### src/rtl/uart_ctrl_pkg.sv
// Shared definitions for the UART transmit arbiter.
//   - FSM state encoding (3 bits; 4 bits when the tag states are built)
//   - TAG_NIBBLE: upper nibble of the per-grant tag byte
//   - next_ptr(): round-robin pointer advance modulo the requester count
// Optional feature macro: UART_TX_ARB_TAG_EN adds the tag states.
package uart_ctrl_pkg;

  localparam int IDX_W = 3;
  localparam logic [3:0] TAG_NIBBLE = 4'hA;

`ifdef UART_TX_ARB_TAG_EN
  localparam int ST_W = 4;
`else
  localparam int ST_W = 3;
`endif

  typedef enum logic [ST_W-1:0] {
    ST_IDLE      = ST_W'(0),
    ST_ARB       = ST_W'(1),
    ST_LOAD      = ST_W'(2),
    ST_WAIT_ACT  = ST_W'(3),
    ST_WAIT_DONE = ST_W'(4),
    ST_GAP       = ST_W'(5)
`ifdef UART_TX_ARB_TAG_EN
    ,
    ST_TAG_LOAD      = ST_W'(6),
    ST_TAG_WAIT_ACT  = ST_W'(7),
    ST_TAG_WAIT_DONE = ST_W'(8),
    ST_TAG_GAP       = ST_W'(9)
`endif
  } state_t;

  // Index following idx, wrapping to 0 after the last requester.
  function automatic logic [IDX_W-1:0] next_ptr(input logic [IDX_W-1:0] idx,
                                                input int num_req);
    logic [IDX_W-1:0] nxt_s;
    if (int'(idx) + 1 >= num_req) begin
      nxt_s = '0;
    end else begin
      nxt_s = idx + IDX_W'(1);
    end
    return nxt_s;
  endfunction

endpackage

### src/rtl/uart_tx_arbiter_rr_arbiter.sv
// rr_arbiter: combinational round-robin picker.
//   req   : request vector
//   ptr   : index with highest priority this round
//   grant : one-hot of the first requester at or after ptr (wrapping)
//   idx   : binary index of grant
//   any   : at least one request present
// Optional feature macro UART_TX_ARB_TAG_EN has no effect on this module.
module rr_arbiter
  import uart_ctrl_pkg::*;
#(
  parameter int NUM_REQ = 4
) (
  input  logic [NUM_REQ-1:0] req,
  input  logic [IDX_W-1:0]   ptr,
  output logic [NUM_REQ-1:0] grant,
  output logic [IDX_W-1:0]   idx,
  output logic               any
);

  // Rotating a doubled copy puts the pointer's requester at bit 0.
  logic [2*NUM_REQ-1:0] dbl_s;
  logic                 found_s;

  assign dbl_s = {req, req} >> ptr;

  // Find the first set bit of the rotated vector and map it back to an index.
  always_comb begin
    int pos_s;
    idx     = '0;
    found_s = 1'b0;
    pos_s   = 0;
    for (int k = 0; k < NUM_REQ; k++) begin
      pos_s   = int'(ptr) + k;
      pos_s   = (pos_s >= NUM_REQ) ? (pos_s - NUM_REQ) : pos_s;
      idx     = (dbl_s[k] && !found_s) ? IDX_W'(pos_s) : idx;
      found_s = found_s | dbl_s[k];
    end
  end

  assign any   = |req;
  assign grant = any ? ({{(NUM_REQ-1){1'b0}}, 1'b1} << idx) : '0;

endmodule

### src/rtl/uart_tx_arbiter.sv
// uart_tx_arbiter: round-robin sharing of one 8N1 UART transmitter among
// NUM_REQ byte-stream requesters. A grant lasts until the message's last
// byte or MAX_BURST bytes, then rotates.
// Ports:
//   clk, rst_n            clock, asynchronous active-low reset
//   in_req/in_req_byte/in_req_last   per-requester byte offer (bytes flattened)
//   out_req_ack           one-cycle pulse when a requester's byte is taken
//   out_grant             one-hot current owner, 0 when idle
//   out_tx_data_valid/out_tx_byte    load strobe and byte to the transmitter
//   in_tx_active/in_tx_complete      transmitter busy / frame-done status
//   out_timeout           sticky: transmitter never went active after a load
// Optional feature macro UART_TX_ARB_TAG_EN: each grant is preceded by a tag
// byte {TAG_NIBBLE, 1'b0, grant index}, not acked and not burst-counted.
module uart_tx_arbiter
  import uart_ctrl_pkg::*;
#(
  parameter int NUM_REQ        = 4,
  parameter int MAX_BURST      = 16,
  parameter int TIMEOUT_CYCLES = 4096
) (
  input  logic                 clk,
  input  logic                 rst_n,
  input  logic [NUM_REQ-1:0]   in_req,
  input  logic [8*NUM_REQ-1:0] in_req_byte,
  input  logic [NUM_REQ-1:0]   in_req_last,
  output logic [NUM_REQ-1:0]   out_req_ack,
  output logic [NUM_REQ-1:0]   out_grant,
  output logic                 out_tx_data_valid,
  output logic [7:0]           out_tx_byte,
  input  logic                 in_tx_active,
  input  logic                 in_tx_complete,
  output logic                 out_timeout
);

  localparam int TO_W = $clog2(TIMEOUT_CYCLES + 1);
  localparam logic [TO_W-1:0] TIMEOUT_C   = TO_W'(TIMEOUT_CYCLES);
  localparam logic [7:0]      MAX_BURST_C = 8'(MAX_BURST);

`ifdef UART_TX_ARB_TAG_EN
  localparam state_t FIRST_LOAD_ST = ST_TAG_LOAD;
`else
  localparam state_t FIRST_LOAD_ST = ST_LOAD;
`endif

  state_t             state_r;
  logic [NUM_REQ-1:0] grant_r;
  logic [IDX_W-1:0]   grant_idx_r;
  logic [IDX_W-1:0]   ptr_r;
  logic [7:0]         burst_r;
  logic               last_q_r;
  logic [TO_W-1:0]    to_cnt_r;
  logic [7:0]         tx_byte_r;
  logic               tx_valid_r;
  logic [NUM_REQ-1:0] ack_r;
  logic               timeout_r;

  logic [NUM_REQ-1:0] arb_grant_s;
  logic [IDX_W-1:0]   arb_idx_s;
  logic               arb_any_s;
  logic [7:0]         sel_byte_s;
  logic               sel_last_s;
  logic               sel_req_s;
  logic [7:0]         burst_inc_s;

  rr_arbiter #(
    .NUM_REQ(NUM_REQ)
  ) u_rr_arbiter (
    .req  (in_req),
    .ptr  (ptr_r),
    .grant(arb_grant_s),
    .idx  (arb_idx_s),
    .any  (arb_any_s)
  );

  // Granted requester's byte/last/req, and the saturating burst increment.
  always_comb begin
    sel_byte_s = 8'd0;
    sel_last_s = 1'b0;
    for (int i = 0; i < NUM_REQ; i++) begin
      sel_byte_s = sel_byte_s | (in_req_byte[i*8 +: 8] & {8{grant_r[i]}});
      sel_last_s = sel_last_s | (in_req_last[i] & grant_r[i]);
    end
    sel_req_s   = |(in_req & grant_r);
    burst_inc_s = (burst_r == 8'hFF) ? 8'hFF : (burst_r + 8'd1);
  end

  // Scheduler FSM; all outputs are registered here.
  always_ff @(posedge clk or negedge rst_n) begin
    if (!rst_n) begin
      state_r     <= ST_IDLE;
      grant_r     <= '0;
      grant_idx_r <= '0;
      ptr_r       <= '0;
      burst_r     <= 8'd0;
      last_q_r    <= 1'b0;
      to_cnt_r    <= '0;
      tx_byte_r   <= 8'd0;
      tx_valid_r  <= 1'b0;
      ack_r       <= '0;
      timeout_r   <= 1'b0;
    end else begin
      // Strobes are single-cycle unless re-asserted below.
      tx_valid_r <= 1'b0;
      ack_r      <= '0;
      case (state_r)
        ST_IDLE: begin
          state_r <= (|in_req) ? ST_ARB : ST_IDLE;
        end
        ST_ARB: begin
          if (arb_any_s) begin
            grant_r     <= arb_grant_s;
            grant_idx_r <= arb_idx_s;
            burst_r     <= 8'd0;
            state_r     <= FIRST_LOAD_ST;
          end else begin
            state_r <= ST_IDLE;
          end
        end
        ST_LOAD: begin
          if (sel_req_s) begin
            tx_byte_r  <= sel_byte_s;
            tx_valid_r <= 1'b1;
            ack_r      <= grant_r;
            last_q_r   <= sel_last_s;
            to_cnt_r   <= TO_W'(1);
            state_r    <= ST_WAIT_ACT;
          end else begin
            // Requester withdrew: hand the turn on.
            grant_r <= '0;
            ptr_r   <= next_ptr(grant_idx_r, NUM_REQ);
            state_r <= ST_IDLE;
          end
        end
        ST_WAIT_ACT: begin
          if (in_tx_active) begin
            state_r <= ST_WAIT_DONE;
          end else if (to_cnt_r >= TIMEOUT_C) begin
            timeout_r <= 1'b1;
            grant_r   <= '0;
            ptr_r     <= next_ptr(grant_idx_r, NUM_REQ);
            state_r   <= ST_IDLE;
          end else begin
            to_cnt_r <= to_cnt_r + TO_W'(1);
          end
        end
        ST_WAIT_DONE: begin
          state_r <= in_tx_complete ? ST_GAP : ST_WAIT_DONE;
        end
        ST_GAP: begin
          // Loading again before complete drops would be missed by the transmitter.
          if (!in_tx_complete) begin
            burst_r <= burst_inc_s;
            if (last_q_r || (burst_inc_s == MAX_BURST_C)) begin
              grant_r <= '0;
              ptr_r   <= next_ptr(grant_idx_r, NUM_REQ);
              state_r <= ST_IDLE;
            end else begin
              state_r <= ST_LOAD;
            end
          end
        end
`ifdef UART_TX_ARB_TAG_EN
        ST_TAG_LOAD: begin
          tx_byte_r  <= {TAG_NIBBLE, 1'b0, grant_idx_r};
          tx_valid_r <= 1'b1;
          to_cnt_r   <= TO_W'(1);
          state_r    <= ST_TAG_WAIT_ACT;
        end
        ST_TAG_WAIT_ACT: begin
          if (in_tx_active) begin
            state_r <= ST_TAG_WAIT_DONE;
          end else if (to_cnt_r >= TIMEOUT_C) begin
            timeout_r <= 1'b1;
            grant_r   <= '0;
            ptr_r     <= next_ptr(grant_idx_r, NUM_REQ);
            state_r   <= ST_IDLE;
          end else begin
            to_cnt_r <= to_cnt_r + TO_W'(1);
          end
        end
        ST_TAG_WAIT_DONE: begin
          state_r <= in_tx_complete ? ST_TAG_GAP : ST_TAG_WAIT_DONE;
        end
        ST_TAG_GAP: begin
          state_r <= in_tx_complete ? ST_TAG_GAP : ST_LOAD;
        end
`endif
        default: begin
          grant_r <= '0;
          state_r <= ST_IDLE;
        end
      endcase
    end
  end

  assign out_req_ack       = ack_r;
  assign out_grant         = grant_r;
  assign out_tx_data_valid = tx_valid_r;
  assign out_tx_byte       = tx_byte_r;
  assign out_timeout       = timeout_r;

endmodule

### config.mk
export PLATFORM = sky130hd
export DESIGN_NAME = uart_tx_arbiter
export DESIGN_NICKNAME = d
export VERILOG_FILES = /design/src/rtl/uart_ctrl_pkg.sv /design/src/rtl/uart_tx_arbiter_rr_arbiter.sv /design/src/rtl/uart_tx_arbiter.sv
export SDC_FILE = /design/constraint.sdc
export NUM_CORES = 1
export LEC_CHECK = 0
export CAP_MARGIN = 40
export CORE_MARGIN = 5
export CORE_UTILIZATION = 50
export DETAILED_ROUTE_END_ITERATION = 8
export PLACE_DENSITY_LB_ADDON = 0.2
export REMOVE_ABC_BUFFERS = 1
export SETUP_SLACK_MARGIN = 0.02
export SYNTH_ARGS = -nofsm -noshare
export SYNTH_HDL_FRONTEND = slang
export SYNTH_HIERARCHICAL = 1
export SYNTH_SLANG_ARGS = --single-unit
export TNS_END_PERCENT = 1
### constraint.sdc
create_clock -name clk -period 2.3 [get_ports clk]
set_input_delay 0.23 -clock clk [delete_from_list [all_inputs] [get_ports clk]]
set_output_delay 0.23 -clock clk [all_outputs]
set_load 0.01 [all_outputs]
# Word level (Yosys, flattened, before mapping)
# Index checks and enable logic that the tools add are counted.
classes:
  add_sub_neg: 11
  multipliers: 0
  div: 0
  order_cmp: 6
  n_eq_ne: 16
  shifts: 2
  n_mux: 42
  bitwise: 19
  reduce_logical: 22
ops:
  columns: ["operator", "count"]
  rows:
  - ["two-way mux 3 bit", 17]
  - ["two-way mux 13 bit", 3]
  - ["AND 8 bit", 4]
  - ["two-way mux 4 bit", 7]
  - ["case mux 13 bit (2 select lines)", 1]
  - ["two-way mux 8 bit", 3]
  - ["bitwise OR 8 bit", 3]
  - ["case mux 4 bit (5 select lines)", 1]
  - ["case mux 3 bit (6 select lines)", 1]
  - ["greater-or-equal comparator 4 x 3 -> 1 bit, second input constant", 4]
  - ["!= test 2 bit, second input constant", 8]
  - ["case mux 8 bit (2 select lines)", 1]
  - ["adder 13 x 1 -> 13 bit, second input constant", 1]
  - ["greater-or-equal comparator 13 bit, second input constant", 1]
  - ["AND reduction 6 bit", 2]
  - ["subtractor 3 bit, second input constant", 4]
  - ["case mux 3 bit (3 select lines)", 1]
  - ["adder 3 x 1 -> 4 bit, second input constant", 2]
  - ["adder 3 x 2 -> 4 bit, second input constant", 2]
  - ["adder 8 x 1 -> 8 bit, second input constant", 1]
  - ["== test 8 x 5 -> 1 bit, second input constant", 1]
  - ["== test 8 bit, second input constant", 1]
  - ["OR reduction 4 bit", 2]
  - [">> shifter 8 x 3 -> 4 bit", 1]
  - ["23 further kinds", 46]
totals:
  regBits: 49
  latch_bits: 0
  ram_bits: 0
  mem_bits_ro: 0
  in_bits: 44
  memories: 0

# Longest topological paths before layout
# Gate-level depths: netlist of the first run.
depth:
  depth_word: 9
  ltp_mapped: 8

# Cells and area by module
# Netlist of the first run, hierarchy kept.
by_module_without_submodules:
  columns: ["module", "instances", "cells_each", "area_per_inst_um2", "seq_area_each_um2"]
  rows:
  - ["uart_tx_arbiter", 1, 248, 2428.6, 1226.2]
  - ["rr_arbiter", 1, 59, 442.9, 0.0]

# Worst setup path after synthesis of the first run
# No wires, ideal clock.
synth_path:
  kind: "input to register"
  startpoint: "input in_req[2]"
  endpoint: "register grant_r[3], in the netlist out_grant[3]"
  setup_time_ns: 0.121
  t_arrival_ns: 1.796
  required_ns: 2.179
  setup_slack_ns: 0.383
  stages: 7
  n_path_buf: 3
  path_cell_list: "clkbuf_1 nor4_1 inv_1 and4_1 clkbuf_1 clkbuf_1 a22o_1"
synth_between:
  elab_cells_between_ends: 22
  classes_between: "eq/ne (1); shift (2); mux (7); bitwise (3); reduce/logical (9)"
synth_lines:
  columns: ["item", "line", "source"]
  rows:
  - ["start: declaration", "uart_tx_arbiter.sv:23", "input logic [NUM_REQ-1:0] in_req,"]
  - ["OR reduction 4 bit", "uart_tx_arbiter_rr_arbiter.sv:40", "assign any = |req;"]
  - ["named net arb_any_s", "uart_tx_arbiter.sv:59", "logic arb_any_s;"]
  - ["!= test 2 bit (no source line)", null, null]
  - ["AND reduction 6 bit (no source line)", null, null]
  - ["end signal: assignment", "uart_tx_arbiter.sv:111", "grant_r <= arb_grant_s;"]
  - ["end: declaration", "uart_tx_arbiter.sv:46", "logic [NUM_REQ-1:0] grant_r;"]
# The timed path passes the listed nets, and every way through them passes these cells. The select of a mux whose other input is x is not followed.
# A chain may end at the register's enable or synchronous reset.

# Final worst setup path of the first run
layout_path:
  startpoint: "register ptr_r[0]"
  endpoint: "register grant_r[2], in the netlist out_grant[2]"
layout_between:
  elab_chain_cells: 9
  elab_cells_between_ends: 31
  classes_between: "add/sub (7); order compare (4); shift (2); mux (10); bitwise (2); reduce/logical (6)"
layout_rtl:
  columns: ["item", "line", "source"]
  rows:
  - ["start: declaration", "uart_tx_arbiter.sv:48", "logic [IDX_W-1:0] ptr_r;"]
  - ["start signal: assignment", "uart_tx_arbiter.sv:130", "ptr_r <= next_ptr(grant_idx_r, NUM_REQ);"]
  - ["start signal: assignment", "uart_tx_arbiter.sv:140", "ptr_r <= next_ptr(grant_idx_r, NUM_REQ);"]
  - ["start signal: assignment", "uart_tx_arbiter.sv:155", "ptr_r <= next_ptr(grant_idx_r, NUM_REQ);"]
  - ["adder 3 x 1 -> 4 bit, or another cell as far along", "uart_tx_arbiter_rr_arbiter.sv:33", "pos_s = int'(ptr) + k;"]
  - ["greater-or-equal comparator 4 x 3 -> 1 bit, or another cell as far along", "uart_tx_arbiter_rr_arbiter.sv:34", "pos_s = (pos_s >= NUM_REQ) ? (pos_s - NUM_REQ) : pos_s;"]
  - ["two-way mux 3 bit, or another cell as far along", "uart_tx_arbiter_rr_arbiter.sv:34", null]
  - ["two-way mux 3 bit, or another cell as far along", "uart_tx_arbiter_rr_arbiter.sv:35", "idx = (dbl_s[k] && !found_s) ? IDX_W'(pos_s) : idx;"]
  - ["two-way mux 3 bit or logical AND 1 bit (tied branches)", "uart_tx_arbiter_rr_arbiter.sv:35", null]
  - ["two-way mux 3 bit (*)", "uart_tx_arbiter_rr_arbiter.sv:35", null]
  - ["left shift 1 x 3 -> 4 bit (*)", "uart_tx_arbiter_rr_arbiter.sv:41", "assign grant = any ? ({{(NUM_REQ-1){1'b0}}, 1'b1} << idx) : '0;"]
  - ["named net arb_grant_s[2]", "uart_tx_arbiter.sv:57", "logic [NUM_REQ-1:0] arb_grant_s;"]
  - ["two-way mux 4 bit (*)", "uart_tx_arbiter.sv:110", "if (arb_any_s) begin"]
  - ["case mux 4 bit (5 select lines) (*)", "uart_tx_arbiter.sv:105", "case (state_r)"]
# The timed path passes the listed nets; every way through them passes the cells marked *. The select of a mux whose other input is x is not followed.

==> results of run 1 <==
sequential cells by signal, summed over array words and instances, names as in the netlist, 3 cells and up:
signal / count
to_cnt_r: 13
out_tx_byte: 8
grant_idx_r: 3
burst_r: 8
state_r: 3
out_grant: 4
ptr_r: 3
out_req_ack: 4
metal layers:
layer  vias to the layer above  track usage, %
met5                         -               0
met4                         0            5.90
met3                        11            5.00
met2                       103            32.1
met1                      1280            27.7
li1                       1288               -
path summary, 6_finish.rpt:
kind	startpoint	to	slack, ns	cells past startpoint
max	ptr_r[0]	out_grant[2]	0.12	7
min	rst_n	to_cnt_r[6]	0.005	2
max reg2reg	ptr_r[0]	out_grant[2]	0.12	7
min reg2reg	out_timeout	out_timeout	0.48	1
max in group asynchronous	rst_n	out_tx_byte[2]	1.87	2
min in group clk	out_timeout	out_timeout	0.48	1
cell usage after synthesis (3+ instances only):
master	count	share of area (%)
dfrtp_1	49	43
nor2_1	29	3.8
nand2_1	24	3.1
a21oi_1	21	3.7
a22oi_1	20	5.2
inv_1	11	1.4
a31oi_1	10	2.2
o21ai_0	10	1.7
buf_2	8	1.4
nor3_1	8	1.4
and3_1	7	1.5
clkbuf_1	7	0.92
nand3_1	6	1.0
xor2_1	6	1.8
a22o_1	5	1.5
and2_1	5	1.1
and4_1	5	1.5
a21o_1	4	1.0
a311oi_1	4	1.2
ha_1	4	1.7
nor2b_1	4	0.87
and3b_1	3	0.92
and4b_1	3	1.0
mux2i_1	3	1.0
nand2b_1	3	0.65
nand3b_1	3	0.78
o21a_1	3	0.78
o31ai_1	3	0.78
kinds of logic (layout without fill, tap and decap cells):
kind of cell	after synthesis	in the layout
and+or+nand+nor	112	112
AOI/OAI and AO/OA	101	101
DFF	49	49
buffers and inverters	29	102
xor gates and xnor gates	8	8
adders and majority gates	4	4
muxes	3	3
other	1	1
stage by stage:
step                      power [W]  hold WS, ns  cells  util (%)  setup TNS, ns
after floorplan             0.00236      -0.0656    289         -         -23.30
after global placement      0.00314        0.362    444      66.1              0
after detailed placement    0.00316        0.375    444      66.1              0
after CTS                   0.00370       0.0307    452      67.8              0
after global routing        0.00396       0.0719    452      67.8              0
final                       0.00369      0.00550    452      67.8              0
power by group through the flow:
stage | Clock [W] | Sequential, W | Combinational, W
2_1_floorplan | 0 | 0.00139 | 0.000976
3_3_place_gp | 0 | 0.00133 | 0.00181
3_5_place_dp | 0 | 0.00133 | 0.00183
4_1_cts | 0.000541 | 0.00132 | 0.00184
5_1_grt | 0.000577 | 0.00136 | 0.00202
6_report | 0.000535 | 0.00132 | 0.00184
layout make-up:
| class | instances | area share [%] |
|---|---|---|
| repair buffers | 83 | 20.8 |
| inverters | 11 | 1.10 |
| clock buffers | 5 | 1.83 |
| well taps | 72 | 2.40 |
| flip-flops and latches | 49 | 32.6 |
| multi-input cells | 229 | 40.5 |
| clock inverters | 3 | 0.666 |
cell usage in the layout (no fill, tap or decap), types with 2 or more instances in the layout:
cell             instances
nor2b_1                  4
a311oi_1                 4
nand3_1                  6
dfrtp_1                 49
o211ai_1                 2
buf_4                   21
nand3b_1                 3
and3_1                   7
or3_1                    2
ha_1                     4
inv_1                   11
o21a_1                   3
clkbuf_8                 5
a211oi_1                 2
nand2b_1                 3
nor2_1                  29
nand2_1                 24
a22oi_1                 20
mux2i_1                  3
o31ai_1                  3
o21ai_0                 10
nand4_1                  2
nor4_1                   2
a2111oi_4                2
xor2_1                   6
and3b_1                  3
xnor2_1                  2
clkdlybuf4s50_1         60
a22o_1                   5
a211o_1                  2
nor3_1                   8
a21o_1                   4
a31oi_1                 10
and4b_1                  3
and2_1                   5
a21oi_1                 21
and4_1                   5
critical path, stage by stage, from the launching register on:
cell and delay (ns):
dfrtp_1 0.51, buf_4 0.22, or3b_1 0.35, o311a_1 0.16, nor2_1 0.21, o22ai_4 0.13
a2111oi_4 0.37, a22o_1 0.19
==> flow_metrics.py, run 1 <==
metrics = {
    "power": {
        "vdd_drop_max_uv": 629,
        "powerDensity_nw_per_um2": 983,
        "p_int_w": 0.00222,
        "pwr-share-comb_pct": 49.8,
        "seq_power_share_pct": 35.7,
        "leakagePower_nw": 1.62,
        "p_sw_w": 0.00147,
        "p_clk_share_pct": 14.5,
        "p_sw_share_pct": 39.8,
    },
    "sta": {
        "drv_slew": 0,
        "maxSlewHeadroom_pct": 59.5,
        "finClkSkew_ns": 0.0151,
        "fin_crit_ns": 2.18,
        "rsz0062_at_grt": "no",
        "fmax_mhz": 458,
        "setup_viol": 0,
        "fin_crit_sh_pct": 94.9,
        "postLayoutSetupSlackWorst_ns": 0.118,
        "report.final.hold_viol_count": 0,
        "tightest_slew_ns": 0.607,
    },
    "final_layout": {
        "drive_above_1_share_pct": 10.8,
        "final_area_sq_um": 3760,
        "fin_nets": 427,
        "n_antenna_cell": 0,
        "seq_area_sq_um": 1230,
        "area_delta_synth_final_pct": 30.9,
        "multi_input_area_sq_um": 1520,
        "nFillCells": 440,
    },
    "logic_synthesis": {
        "synth-simple-area-share_pct": 21.0,
        "synth_fa_ha_area_share_pct": 1.74,
        "synth_seq_area_share_pct": 42.7,
        "muxShareOfSynthArea_pct": 1.05,
        "synth_warnings": 6,
        "post_synth_xor_area_fraction_pct": 2.44,
        "synthFlopType": "dfrtp_1",
        "avgSynthCellArea_sq_um": 9.35,
        "ys_types": 59,
        "synth-compound-area-share_pct": 26.3,
        "syn_area_sq_um": 2870,
        "synth_top_family_by_area": "compound AO/OA/AOI/OAI gates",
        "synthArstFlopShare_pct": 100,
        "synth_edf_count": 0,
        "ys_ff_latch": 49,
        "syn_inst": 307,
    },
    "worst_setup_path": {
        "end_kind": "flop",
        "worstPathMaxFanout": 10,
        "critical_path_class": "flop to flop",
        "crit_path_start_kind": "flop",
        "worstPathRequired_ns": 2.55,
        "arrival_ns": 2.43,
    },
    "route": {
        "wl_met3_um": 519,
        "wl_mm": 7.33,
        "top_layer_used": "met4",
        "dr_total_vias": 2682,
        "drt-wirelength-per-cell_um": 16.2,
        "avgViaCountPerCell": 5.93,
        "detail-route-antenna-nets": 0,
        "drc_errors": 0,
        "drt-met1-wl_mm": 3.37,
        "drtPass1Iterations": 6,
        "dr_wl_met2_mm": 3.36,
        "dr.first_iter.drc_count": 99,
    },
    "die": {
        "initial_core_util_pct": 51.8,
        "fp.dieH_um": 85.8,
        "die_area_sq_um": 7360,
        "core_sq_um": 5540,
        "ios": 62,
        "die_w_um": 85.8,
        "placementRows": 27,
    },
    "placement": {
        "gp_congestion": 0.933,
        "dp_slack_ns": 0.0651,
        "dpl_cell_area_sq_um": 3660,
        "dpl.hpwl_mm": 5.33,
        "io_buffers": 61,
    },
    "grt": {
        "antenna_found_initial": 0,
        "grt-ovfl-total": 0,
        "grt_util_all_layers_pct": 20.3,
        "grt_max_degree": 50,
        "grt_pass1_vias": 2558,
        "grt_pass1_wl_mm": 12.2,
    },
    "clock_tree": {
        "htreeDepth": 2,
        "cts_resized": 0,
        "post-cts-setup-buffer-count": 0,
        "path_clk_slew_ns": 0.11,
        "cts.path.max_buffers": 2,
        "cts_hold_buf": 0,
        "cts.sinks": 49,
        "root_buffer": "clkbuf_8",
        "cts_buffers": 5,
        "clk_latency_ns": 0.32,
        "cts_tree": "yes",
    },
    "hold_path": {
        "hold_class": "input pin to asynchronous set/reset pin",
    },
    "flow_run": {
        "cap_violations": 0,
    },
    "run_status": {
        "status": "finished clean",
    },
}
Power figures use the tool's default switching activity.
==> inputs of run 2 (changes only) <==
ABC_AREA = 1   (was default)
PLACE_DENSITY = 0.77   (was default)
PLACE_DENSITY_LB_ADDON = default   (was 0.2)
==> run 2 against run 1 <==
Effect of this change: register-to-register slack improved by 0.33 ns; largest cell class unchanged; worst setup slack improved by 0.33 ns; sequential power is 6% higher; die area increased by 12%; combinational power grew 20%; clock-buffer cell count up 1; core utilization decreased by 4.7 points; synthesized cell count increased by 43%; critical endpoint is now out_grant[0].
==> flow_metrics.py, run 2 <==
metrics = {
    "run_status": {
        "status": "finished clean",
    },
    "route": {
        "dr_total_vias": 3049,
        "drc_errors": 0,
        "avgViaCountPerCell": 5.26,
        "drtPass1Iterations": 4,
        "detail-route-antenna-nets": 0,
        "wl_mm": 7.63,
        "drt-wirelength-per-cell_um": 13.2,
        "dr.first_iter.drc_count": 162,
    },
    "final_layout": {
        "mostFrequentLayoutCells": "nand2_1 (138), clkdlybuf4s50_1 (60), dfrtp_1 (49)",
        "area_delta_synth_final_pct": 22.7,
        "drive_above_1_share_pct": 15.7,
        "mostFrequentLayoutCell": "nand2_1",
        "regMostFlops": "to_cnt_r",
        "largest_reg_flops": 13,
        "fin_nets": 550,
        "n_antenna_cell": 0,
    },
    "clock_tree": {
        "cts.sinks": 49,
        "post-cts-setup-buffer-count": 0,
        "cts_tree": "yes",
        "cts_resized": 0,
        "root_buffer": "clkbuf_8",
        "htreeDepth": 2,
        "path_clk_slew_ns": 0.09,
        "cts.path.max_buffers": 2,
        "cts_buffers": 5,
        "cts_hold_buf": 0,
        "clk_latency_ns": 0.30,
    },
    "sta": {
        "report.final.hold_viol_count": 0,
        "fmax_mhz": 540,
        "rsz0062_at_grt": "no",
        "fin_crit_ns": 1.85,
        "setup_viol": 0,
        "fin_crit_sh_pct": 80.6,
        "tightest_slew_ns": 0.611,
        "drv_slew": 0,
        "postLayoutSetupSlackWorst_ns": 0.447,
        "fin_tns_setup_ns": 0,
        "finClkSkew_ns": 0.00966,
        "maxSlewHeadroom_pct": 59.3,
    },
    "logic_synthesis": {
        "synthFlopType": "dfrtp_1",
        "synthArstFlopShare_pct": 100,
        "synth.top_cells.by_area": "dfrtp_1 (38%), nand2_1 (16%), nand3_1 (5.7%)",
        "ys_ff_latch": 49,
        "yosysMostFrequentCell": "nand2_1",
        "synth_warnings": 6,
        "syn_area_sq_um": 3270,
        "synth_common_cells": "nand2_1 (138), dfrtp_1 (49), nand3_1 (37), inv_1 (36), nor2_1 (33)",
        "synth_top_area_share_pct": 37.5,
        "avgSynthCellArea_sq_um": 7.44,
        "synth_seq_area_share_pct": 37.5,
        "synth_edf_count": 0,
        "ys_types": 38,
        "syn_inst": 439,
        "synth.largest_area_cell": "dfrtp_1",
    },
    "die": {
        "die_area_sq_um": 8250,
        "placementRows": 29,
        "initial_core_util_pct": 51.4,
        "core_sq_um": 6350,
        "die_w_um": 90.8,
        "fp.dieH_um": 90.8,
        "ios": 62,
    },
    "power": {
        "leakagePower_nw": 1.88,
        "pwr-share-comb_pct": 53.6,
        "seq_power_share_pct": 34.1,
        "p_clk_share_pct": 12.3,
        "p_sw_share_pct": 46.0,
        "p_int_w": 0.00221,
        "p_sw_w": 0.00189,
        "vdd_drop_max_uv": 608,
        "powerDensity_nw_per_um2": 1020,
    },
    "grt": {
        "grt_max_degree": 50,
        "grt_util_all_layers_pct": 19.3,
        "grt_pass1_wl_mm": 13.5,
        "grt_pass1_vias": 2942,
        "antenna_found_initial": 0,
        "grt-ovfl-total": 0,
    },
    "worst_setup_path": {
        "crit_family": "simple AND/OR/NAND/NOR gates",
        "critical_path_class": "flop to flop",
        "arrival_ns": 2.05,
        "end_kind": "flop",
        "worstPathRequired_ns": 2.50,
        "cp_slowest_cell": "dfrtp_1",
        "slowest_delay_ns": 0.43,
        "worstPathMaxFanout": 10,
        "crit_chain": "ha_1 > nand3_2 > inv_2 > nand2_2 > inv_2 > nor2_1 > nor2_2 > nand3_2 > nand2_4 > nand2_2 > nand2_1 > nand2_1",
        "crit_path_start_kind": "flop",
        "critPathBufInv": 2,
    },
    "flow_run": {
        "cap_violations": 0,
    },
    "placement": {
        "dpl.hpwl_mm": 6.00,
        "gp_congestion": 0.872,
        "dp_slack_ns": 0.256,
        "io_buffers": 61,
    },
    "hold_path": {
        "hold_class": "input pin to asynchronous set/reset pin",
    },
}
==> run 2: cell count changes in the layout (fill, tap and decap cells not counted), moves of 9 or more <==
cell and change:
inv_1 +25, nand4_1 +9, o21ai_0 +10, buf_4 -16, a21oi_1 -18, o21ai_2 +9, a221oi_1 +9, nand2_1 +114
nand3_1 +31, a22oi_1 -20, inv_2 +10, nand2_2 +16, a31oi_1 -10
==> run 2: area by class of cell <==
type | count | area (sq um)
inverter | 48 | 185
clock buffer | 6 | 72.6
fill | 565 | 2340
clock inverter | 2 | 15.0
multi-input combinational | 332 | 1770
timing repair buffer | 66 | 643
tap | 77 | 96.3
sequential | 49 | 1230
==> run 2: final timing paths <==
| kind | cells past startpoint | to | slack [ns] | from |
|---|---|---|---|---|
| min in group clk | 1 | out_timeout | 0.48 | out_timeout |
| max in group asynchronous | 2 | out_tx_byte[2] | 1.87 | rst_n |
| setup / recovery | 12 | out_grant[0] | 0.45 | burst_r[0] |
| hold / removal | 2 | ptr_r[2] | 0.002 | rst_n |
| hold reg to reg | 1 | out_timeout | 0.48 | out_timeout |
| setup reg to reg | 12 | out_grant[0] | 0.45 | burst_r[0] |
==> run 2: power groups by stage <==
stage | sequential, W | combinational (W) | clock (W)
2_1_floorplan | 0.00143 | 0.00145 | 0
3_3_place_gp | 0.00140 | 0.00215 | 0
3_5_place_dp | 0.00140 | 0.00221 | 0
4_1_cts | 0.00139 | 0.00221 | 0.000524
5_1_grt | 0.00144 | 0.00248 | 0.000551
6_report | 0.00140 | 0.00220 | 0.000505
==> run 2: kinds of logic after synthesis <==
group / after synthesis / synth area share (%)
flops: 49 / 37.5
simple gates: 268 / 39.9
other cells: 1 / 0.115
compound gates: 52 / 10.8
buf+inv: 58 / 8.31
xor+xnor: 7 / 1.88
fa+ha+maj: 4 / 1.53
==> run 2: layer usage <==
metal | track usage, % | vias to the layer above | wire length [um] | share of wire [%]
li1 | - | 1550 | - | -
met1 | 26.2 | 1424 | 3590 | 47
met2 | 32.5 | 73 | 3600 | 47
met3 | 3.58 | 2 | 401 | 5.3
met4 | 3.06 | 0 | 27 | 0.35
met5 | 0 | - | 0 | 0
==> run 2: stage by stage <==
step | hold slack (ns) | area [sq um] | cells | power [W] | util (%)
2_1_floorplan | -0.0656 | 3180 | 429 | 0.00288 | -
3_3_place_gp | 0.370 | 3920 | 572 | 0.00356 | 61.7
3_5_place_dp | 0.377 | 3920 | 572 | 0.00361 | 61.7
4_1_cts | 0.0407 | 4010 | 580 | 0.00413 | 63.1
5_1_grt | 0.0890 | 4010 | 580 | 0.00447 | 63.1
6_report | 0.00197 | 4010 | 580 | 0.00410 | 63.1
==> inputs of run 3 (changes only) <==
clock period = 1.85 ns   (was 2.3 ns; I/O delays follow)
==> run 3 against run 2 <==
Effect of this change: power increased by 41%; highest routed layer unchanged; global-route usage increased by 0.71 points; final cell count increased by 4.3%; clock skew decreased by 0.0035 ns; routed wire length increased by 6.7%; largest power group unchanged; clock-buffer cell count unchanged; die area unchanged.
==> flow_metrics.py, run 3 (same netlist as run 2, synthesis figures left out) <==
metrics = {
    "run_status": {
        "status": "finished clean",
    },
    "final_layout": {
        "final_util_pct": 68.2,
        "nFillCells": 526,
        "area_delta_synth_final_pct": 32.5,
        "largest_reg_flops": 13,
        "n_antenna_cell": 0,
        "drive_above_1_share_pct": 21.4,
        "fin_nets": 575,
        "mostFrequentLayoutCell": "nand2_1",
        "mostFrequentLayoutCells": "nand2_1 (137), clkdlybuf4s50_1 (60), dfrtp_1 (48)",
        "regMostFlops": "to_cnt_r",
        "final_area_sq_um": 4330,
    },
    "worst_setup_path": {
        "ff2ff_path_depth": 14,
        "worst_path_most_repeated_cell": "nand2_1",
        "crit_path_start_kind": "flop",
        "end_kind": "flop",
        "worstPathRequired_ns": 2.10,
        "worstPathMaxFanout": 5,
        "critPathBufInv": 2,
        "arrival_ns": 2.00,
        "slowest_delay_ns": 0.46,
        "crit_chain": "buf_4 > nand3_1 > nand2_1 > nand2_1 > nand2_1 > nand2_2 > nand2_1 > nand2_2 > nand3_4 > nor2_1 > inv_1 > o21ai_0 > nand3_1 > nand2_1",
        "crit_cells": 14,
        "cp_slowest_cell": "dfrtp_2",
        "crit_family": "simple AND/OR/NAND/NOR gates",
        "critical_path_class": "flop to flop",
    },
    "clock_tree": {
        "cts_tree": "yes",
        "htreeDepth": 2,
        "cts.path.max_buffers": 2,
        "clk_latency_ns": 0.31,
        "root_buffer": "clkbuf_8",
        "cts_buffers": 5,
        "path_clk_slew_ns": 0.09,
        "cts.sinks": 49,
    },
    "grt": {
        "grt_max_degree": 32,
        "grt_pass1_wl_mm": 13.9,
        "grt_util_all_layers_pct": 20.0,
        "grt-ovfl-total": 0,
        "antenna_found_initial": 0,
        "grt_pass1_vias": 3044,
    },
    "route": {
        "detail-route-antenna-nets": 0,
        "wl_mm": 8.14,
        "dr.first_iter.drc_count": 125,
        "drt-met1-wl_mm": 3.68,
        "wl_met3_um": 468,
        "drc_errors": 0,
        "drt-wirelength-per-cell_um": 13.5,
        "drtPass1Iterations": 4,
        "avgViaCountPerCell": 5.21,
        "dr_total_vias": 3151,
        "top_layer_used": "met4",
        "dr_wl_met2_mm": 3.89,
    },
    "sta": {
        "fmax_mhz": 569,
        "fin_crit_ns": 1.76,
        "finClkSkew_ns": 0.00618,
        "setup_viol": 0,
        "rsz0062_at_grt": "yes",
        "drv_slew": 0,
        "fin_tns_setup_ns": 0,
        "postLayoutSetupSlackWorst_ns": 0.0938,
        "hold_ws_ns": 0.350,
        "fin_crit_sh_pct": 94.9,
        "report.final.hold_viol_count": 0,
    },
    "placement": {
        "gp_congestion": 0.887,
        "dpl.hpwl_mm": 6.39,
        "io_buffers": 61,
        "dp_slack_ns": -0.132,
        "dpl_cell_area_sq_um": 4110,
    },
    "die": {
        "placementRows": 29,
        "die_w_um": 90.8,
        "die_area_sq_um": 8250,
        "initial_core_util_pct": 51.4,
        "ios": 62,
        "fp.dieH_um": 90.8,
        "core_sq_um": 6350,
    },
    "power": {
        "vdd_drop_max_uv": 793,
        "powerDensity_nw_per_um2": 1330,
        "leakagePower_nw": 2.04,
    },
    "hold_path": {
        "hold_class": "input pin to asynchronous set/reset pin",
    },
    "flow_run": {
        "cap_violations": 0,
    },
}
==> run 3: cell types whose count changed in the layout (fill, tap and decap cells not counted), sizes merged <==
cell,delta
bufinv,+1
clkinvlp,-1
dlygate4sd3,+1
buf,+24
clkinv,+1
inv,-1
==> run 3: worst reg2reg max path, delay by kind of cell (launching register included) <==
family                 cells  cell delay, ns
AO/OA/AOI/OAI              1            0.15
buffers and inverters      2            0.20
flip-flops                 1            0.46
AND/OR/NAND/NOR           11            0.90
==> run 3: report_power, final <==
part	internal [W]	switching [W]	total, W	leakage [nW]
Sequential	0.00139	0.000303	0.00169	0.663
Clock	0.000440	0.000379	0.000819	0.0574
Combinational	0.00140	0.00186	0.00327	1.32
==> run 3: layout make-up <==
class / instances / area (sq um) / share of cell area [%]
Sequential cell: 49 / 1230 / 28.4
Clock buffer: 6 / 82.6 / 1.91
Clock inverter: 2 / 37.5 / 0.867
Timing Repair Buffer: 91 / 858 / 19.8
Multi-Input combinational cell: 332 / 1840 / 42.4
Tap cell: 77 / 96.3 / 2.23
Inverter: 48 / 190 / 4.39
==> run 3: per-layer routing <==
metal / track usage [%] / vias up
met3: 3.75 / 10
met5: 0 / -
met1: 26.9 / 1448
met4: 5.01 / 0
li1: - / 1605
met2: 33.1 / 88
==> run 3: through the flow <==
stage	instances	total power [W]
global placement	594	0.00470
floorplan	429	0.00358
global route	605	0.00622
finish	605	0.00578
CTS	603	0.00564
detailed placement	594	0.00481
==> run 3: worst paths after layout <==
| path | from | to | slack, ns |
|---|---|---|---|
| worst max register to register | ptr_r[0] | out_grant[0] | 0.09 |
| max in group asynchronous | rst_n | out_tx_byte[1] | 0.97 |
| min in group clk | out_timeout | out_timeout | 0.48 |
| worst min register to register | out_timeout | out_timeout | 0.48 |
| worst min-delay path | rst_n | ptr_r[1] | 0.35 |
| worst max-delay path | ptr_r[0] | out_grant[0] | 0.09 |
==> run 3: timing repair <==
action	in CTS	in global routing
resized for setup	1	18
setup buffers	0	2
setup endpoints to repair	1	7
hold buffers	1	0
pin swaps	0	15
hold endpoints to repair	18	0
